`src/rtl/psum_acc.sv`:
```
// Partial-sum accumulator below the last PE row: read-modify-write accumulate into a
// per-address buffer, then ordered valid/ready drain. Define PSUM_ACC_SAT_EN for saturation.
`ifndef BIT_PSUM
`define BIT_PSUM 16
`endif
`ifndef BIT_ADDR
`define BIT_ADDR 4
`endif
`ifndef BIT_VALID
`define BIT_VALID 1
`endif

module psum_acc #(
  parameter int DEPTH   = 1 << `BIT_ADDR,
  parameter int BIT_ACC = 32
) (
  input  logic                  CLK,
  input  logic                  RST,
  input  logic [`BIT_PSUM-1:0]  Psum_In,
  input  logic [`BIT_ADDR-1:0]  Addr_P_In,
  input  logic [`BIT_VALID-1:0] Valid_P_In,
  input  logic                  Drain_Start,
  output logic [BIT_ACC-1:0]    Data_O_Out,
  output logic [`BIT_ADDR-1:0]  Addr_O_Out,
  output logic                  Valid_O_Out,
  input  logic                  Ready_O_In,
  output logic                  Busy,
  output logic                  Done,
  output logic                  Drop_Err,
  output logic                  Ovf
);

  typedef enum logic [1:0] {ST_ACC, ST_FLUSH, ST_DRAIN} state_e;

  state_e                      state_q, state_d;
  logic                        flush_cnt_q, flush_cnt_d;
  logic [DEPTH-1:0]            occ_q, occ_d;
  logic [BIT_ACC-1:0]          mem_q [DEPTH];

  logic                        s1_vld_q, s1_vld_d;
  logic [`BIT_PSUM-1:0]        s1_psum_q, s1_psum_d;
  logic [`BIT_ADDR-1:0]        s1_addr_q, s1_addr_d;
  logic [BIT_ACC-1:0]          s1_rd;

  logic                        s2_vld_q, s2_vld_d;
  logic signed [`BIT_PSUM-1:0] s2_psum_q, s2_psum_d;
  logic [`BIT_ADDR-1:0]        s2_addr_q, s2_addr_d;
  logic [BIT_ACC-1:0]          s2_old_q, s2_old_d;
  logic [BIT_ACC-1:0]          psum_ext, sum_raw, s2_res;
  logic                        ovf_now;

  logic [BIT_ACC-1:0]          data_o_q, data_o_d;
  logic [`BIT_ADDR-1:0]        addr_o_q, addr_o_d;
  logic                        valid_o_q, valid_o_d;
  logic                        done_q, done_d;
  logic                        drop_q, drop_d;
  logic                        ovf_q, ovf_d;

  logic                        psum_vld, in_range, accept, hs, last_beat;
  logic [`BIT_ADDR-1:0]        ld_addr;

`ifdef PSUM_ACC_SAT_EN
  localparam logic [BIT_ACC-1:0] SAT_MAX = {1'b0, {(BIT_ACC-1){1'b1}}};
  localparam logic [BIT_ACC-1:0] SAT_MIN = {1'b1, {(BIT_ACC-1){1'b0}}};
`endif

  always_comb begin
    psum_vld  = |Valid_P_In;
    in_range  = int'(Addr_P_In) < DEPTH;
    accept    = psum_vld && in_range && (state_q == ST_ACC);
    hs        = valid_o_q && Ready_O_In;
    last_beat = int'(addr_o_q) == DEPTH - 1;
    ld_addr   = valid_o_q ? addr_o_q + `BIT_ADDR'(1) : '0;
  end

  // S2 arithmetic; its result also forwards into S1 so same-address hits never see stale data
  always_comb begin
    psum_ext = BIT_ACC'(s2_psum_q);
    sum_raw  = s2_old_q + psum_ext;
    ovf_now  = (s2_old_q[BIT_ACC-1] == psum_ext[BIT_ACC-1]) &&
               (sum_raw[BIT_ACC-1] != s2_old_q[BIT_ACC-1]);
`ifdef PSUM_ACC_SAT_EN
    s2_res   = ovf_now ? (s2_old_q[BIT_ACC-1] ? SAT_MIN : SAT_MAX) : sum_raw;
`else
    s2_res   = sum_raw;
`endif
  end

  always_comb begin
    if (s2_vld_q && (s2_addr_q == s1_addr_q)) begin
      s1_rd = s2_res;
    end else if (occ_q[s1_addr_q]) begin
      s1_rd = mem_q[s1_addr_q];
    end else begin
      s1_rd = '0;
    end
  end

  always_comb begin
    s1_vld_d  = accept;
    s1_psum_d = accept ? Psum_In : s1_psum_q;
    s1_addr_d = accept ? Addr_P_In : s1_addr_q;
    s2_vld_d  = s1_vld_q;
    s2_psum_d = s1_psum_q;
    s2_addr_d = s1_addr_q;
    s2_old_d  = s1_rd;
  end

  always_comb begin
    state_d     = state_q;
    flush_cnt_d = flush_cnt_q;
    data_o_d    = data_o_q;
    addr_o_d    = addr_o_q;
    valid_o_d   = valid_o_q;
    done_d      = 1'b0;
    occ_d       = occ_q;
    drop_d      = drop_q | (psum_vld && (!in_range || (state_q != ST_ACC)));
    ovf_d       = ovf_q | (s2_vld_q && ovf_now);

    if (s2_vld_q) begin
      occ_d[s2_addr_q] = 1'b1;
    end
    if (hs) begin
      occ_d[addr_o_q] = 1'b0;
    end

    case (state_q)
      ST_ACC: begin
        if (Drain_Start) begin
          state_d     = ST_FLUSH;
          flush_cnt_d = 1'b0;
        end
      end
      ST_FLUSH: begin
        if (flush_cnt_q) begin
          state_d = ST_DRAIN;
        end else begin
          flush_cnt_d = 1'b1;
        end
      end
      ST_DRAIN: begin
        // next beat is prefetched on the accepting edge so Ready held high gives 1 beat/cycle
        if (hs && last_beat) begin
          valid_o_d = 1'b0;
          done_d    = 1'b1;
          state_d   = ST_ACC;
        end else if (!valid_o_q || hs) begin
          addr_o_d  = ld_addr;
          data_o_d  = occ_q[ld_addr] ? mem_q[ld_addr] : '0;
          valid_o_d = 1'b1;
        end
      end
      default: state_d = ST_ACC;
    endcase
  end

  always_ff @(posedge CLK or posedge RST) begin
    if (RST) begin
      state_q     <= ST_ACC;
      flush_cnt_q <= 1'b0;
      occ_q       <= '0;
      s1_vld_q    <= 1'b0;
      s1_psum_q   <= '0;
      s1_addr_q   <= '0;
      s2_vld_q    <= 1'b0;
      s2_psum_q   <= '0;
      s2_addr_q   <= '0;
      s2_old_q    <= '0;
      data_o_q    <= '0;
      addr_o_q    <= '0;
      valid_o_q   <= 1'b0;
      done_q      <= 1'b0;
      drop_q      <= 1'b0;
      ovf_q       <= 1'b0;
    end else begin
      state_q     <= state_d;
      flush_cnt_q <= flush_cnt_d;
      occ_q       <= occ_d;
      s1_vld_q    <= s1_vld_d;
      s1_psum_q   <= s1_psum_d;
      s1_addr_q   <= s1_addr_d;
      s2_vld_q    <= s2_vld_d;
      s2_psum_q   <= s2_psum_d;
      s2_addr_q   <= s2_addr_d;
      s2_old_q    <= s2_old_d;
      data_o_q    <= data_o_d;
      addr_o_q    <= addr_o_d;
      valid_o_q   <= valid_o_d;
      done_q      <= done_d;
      drop_q      <= drop_d;
      ovf_q       <= ovf_d;
    end
  end

  // Buffer storage is not reset; the occupancy bits mask stale contents
  always_ff @(posedge CLK) begin
    if (s2_vld_q) begin
      mem_q[s2_addr_q] <= s2_res;
    end
  end

  always_comb begin
    Data_O_Out  = data_o_q;
    Addr_O_Out  = addr_o_q;
    Valid_O_Out = valid_o_q;
    Busy        = state_q != ST_ACC;
    Done        = done_q;
    Drop_Err    = drop_q;
    Ovf         = ovf_q;
  end

endmodule
```
`config.mk`:
```
export PLATFORM = sky130hd
export DESIGN_NAME = psum_acc
export DESIGN_NICKNAME = d
export VERILOG_FILES = /design/src/rtl/psum_acc.sv
export SDC_FILE = /design/constraint.sdc
export NUM_CORES = 1
export LEC_CHECK = 0
export ABC_AREA = 1
export CAP_MARGIN = 20
export CORE_AREA = 2 2 221 386
export DETAILED_ROUTE_END_ITERATION = 8
export DIE_AREA = 0 0 223 388
export HOLD_SLACK_MARGIN = 0.05
export PLACE_DENSITY = 0.57
export SYNTH_ARGS = -nofsm -noshare
export SYNTH_HDL_FRONTEND = slang
export SYNTH_SLANG_ARGS = --single-unit
```
`constraint.sdc`:
```
create_clock -name CLK -period 8.55 [get_ports CLK]
set_input_delay 1.71 -clock CLK [delete_from_list [all_inputs] [get_ports CLK]]
set_output_delay 1.71 -clock CLK [all_outputs]
set_load 0.05 [all_outputs]
```
==> reports/results.ini <==
[drt]
detail_route.drc_violations = 0
dr.first_iter.drc_count = 2466
dr_total_vias = 26700
vias_per_cell = 5.73
detail_route.first_pass.iterations = 7
final_antenna_net_count = 0
routedWlPerCell_um = 23.7
drt_wl_total_um = 111000

[timing]
finalMaxSlewViolations = 0
hold_viol_final = 0
tightest_pin_transition_ns = 1.06
fin_setup_tns_ns = 0
timing.clock.skew_ns = 0.0275
max_slew_margin_pct = 29.3
rsz0062_at_grt = false
min_period_over_period_pct = 47.2
fin_crit_ns = 4.04
achievable-frequency_mhz = 248
setup_viol = 0
setup_ws_ns = 4.51

[placed_design]
io_buffers = 65
gp_routability_congestion = 0.936
hpwl_reported_at_the_end_of_detailed_placement_um = 62100
pre_cts_setup_slack_ns = 3.91

[floorplanning]
placeableCoreArea_um2 = 83200
die_width_um = 223
io-pin-count = 66
die-area_um2 = 86500
initial_core_util_pct = 39.8
die_height_um = 388
floorplan.rows = 140

[final_layout]
area_delta_synth_final_pct = 10.2
fillers = 7915
post_route_cells_drive_above_1_share_pct = 6.36
antenna_diode_count = 0
design.final.nets = 3612
mostFrequentLayoutCells = 691 x nand2_1, 512 x edfxtp_1, 436 x nand3_1
most_common_library_cell_in_the_layout_ignoring_fill_and_taps = nand2_1

[cts]
path_clk_slew_ns = 0.07
tritoncts_clock_tree = built
clock_sinks = 645
clock_root_buffer = clkbuf_16
ctsResizeCount = 0
cts.htree.levels = 2
hold_fix_buffers_at_cts = 0
cts.repair_timing.setup_buffer_count = 0
cts_buffer_depth = 3
worst_skew_pair.late_latency_ns = 0.66
numCtsBuffers = 58

[logic_synthesis]
netlist_instances = 3602
fraction_of_the_yosys_area_taken_by_sequential_cells_pct = 56.5
synth_edf_count = 512
ys_ff_latch = 645
yosys_warnings = 0
ys_types = 47
synth_async_sr_flop_share_pct = 20.6
syn_area_um2 = 33100
synth.top_cell.area_share_pct = 46.4
top_post_synthesis_cells_by_area = edfxtp_1 46%, dfrtp_1 10%, nand2_1 7.8%, nand3_1 6.6%, a21oi_1 6.3%
synthesis.nets = 3663
synthesis.area_per_instance_um2 = 9.19
synth_ff_type = edfxtp_1
synthDominantAreaCellType = edfxtp_1

[worst_setup_path]
path_class = reg -> reg
critPathMaxFanout = 104
timing.critical_path.to_type = register
timing.rr.start = s1_addr_q[0]
cp.required_ns = 9.10
worst_setup_ep = s2_old_q[28]
timing.reg2reg.setup_slack_ns = 4.51
setup.worst_path.start = s1_addr_q[0]
worst_r2r_path_depth = 10
worstReg2RegEnd = s2_old_q[28]
timing.critical_path.from_type = register
cp_data_arrival_time_ns = 4.58

[global_route]
grt_start_max_net_pins = 198
grt_first_pass_wirelength_um = 164000
grtUsageTotal_pct = 25.3
grt_remaining_overflow = 0
grt_antenna_before_repair = 0
grt_pass1_vias = 25800

[pwr]
cellLeakagePower_nw = 14.6
power.density_nw_per_um2 = 462
power.ir.vdd_worst_uv = 327

[min_path]
min-delay-path-class = reg -> reg

[job]
max-cap-violations = 0

[status]
status = finished clean

## Yosys cell counts, types with 2 or more instances
cell type	number
a21oi_1	418
a2bb2oi_1	2
and2_1	17
and3_1	2
buf_1	20
buf_2	97
buf_4	17
buf_6	34
clkbuf_1	65
dfrtp_1	133
edfxtp_1	512
ha_1	35
inv_1	392
inv_2	9
nand2_1	691
nand2_2	13
nand2_4	3
nand3_1	436
nand3_2	2
nand3b_1	10
nand4_1	4
nor2_1	93
nor2_2	2
nor3_1	8
nor3_2	2
nor4_1	2
o211ai_1	144
o21ai_0	373
o21ai_1	23
o21ai_2	12
o21bai_1	2
o22ai_1	2
xor2_1	13
## critical path: stages (launching register included)
cell     delay [ns]
dfrtp_4        0.73
inv_8          0.53
buf_4          0.89
buf_4          0.78
a21oi_1        0.13
o21ai_0        0.13
nand3_1        0.11
nand3_1        0.11
nand2_1        0.14
nand3_1        0.13
nand2_1        0.07
## cells by family (layout without fill, tap and decap cells)
family,after synthesis,in the layout,share of synthesized area (%)
and+or+nand+nor,1289,1289,16.9
DFF,645,645,56.5
buffers and inverters,639,638,8.69
AOI/OAI and AO/OA,980,980,16.1
adders and majority gates,36,36,1.38
xor gates and xnor gates,13,13,0.344
## flip-flops by register name (all words and copies together), names as in the netlist, 16 cells and up
name / count
mem_q: 512
Data_O_Out: 32
s2_old_q: 32
occ_q: 16
s1_psum_q: 16
s2_psum_q: 16
## area by class of cell
cell class	count	area (um2)	share of cell area [%]
repair buffers	124	1120	3.07
clock inverters	30	428	1.17
clock buffers	80	1680	4.59
flip-flops and latches	645	18700	51.3
inverters	404	1550	4.24
multi-input cells	2318	11700	32.0
well taps	1065	1330	3.65
## where the power goes
group | internal [W] | switching [W]
logic | 0.00225 | 0.00643
registers | 0.00485 | 0.000393
clock network | 0.00168 | 0.00124
## worst min path at each step
stage / from / end / slack [ns] / cells past startpoint
6_report: s1_vld_q / s2_vld_q / 0.35 / 0
5_1_grt: s1_vld_q / s2_vld_q / 0.37 / 0
4_1_cts: s1_vld_q / s2_vld_q / 0.36 / 0
3_5_place_dp: s1_vld_q / s2_vld_q / 0.34 / 0
3_3_place_gp: s1_vld_q / s2_vld_q / 0.33 / 0
2_1_floorplan: s1_vld_q / s2_vld_q / 0.33 / 0
## metrics by stage
| stage | utilization [%] | instances | power (W) | hold WS (ns) | area (um2) |
|---|---|---|---|---|---|
| after floorplan | - | 3602 | 0.0110 | 0.331 | 33100 |
| after global placement | 41.3 | 4553 | 0.0138 | 0.333 | 34400 |
| after detailed placement | 41.3 | 4555 | 0.0138 | 0.337 | 34400 |
| after CTS | 43.8 | 4665 | 0.0168 | 0.356 | 36500 |
| after global routing | 43.9 | 4666 | 0.0178 | 0.368 | 36500 |
| final | 43.9 | 4666 | 0.0168 | 0.353 | 36500 |
## routing by layer
| layer | vias to the layer above | GRT usage, % | share of wire [%] |
|---|---|---|---|
| met4 | 0 | 10.8 | 4.5 |
| met2 | 1231 | 43.7 | 49 |
| met5 | - | 0 | 0 |
| li1 | 12300 | - | - |
| met1 | 12900 | 31.6 | 39 |
| met3 | 264 | 3.37 | 7.8 |
No activity file was read; power rests on OpenSTA's default activity.
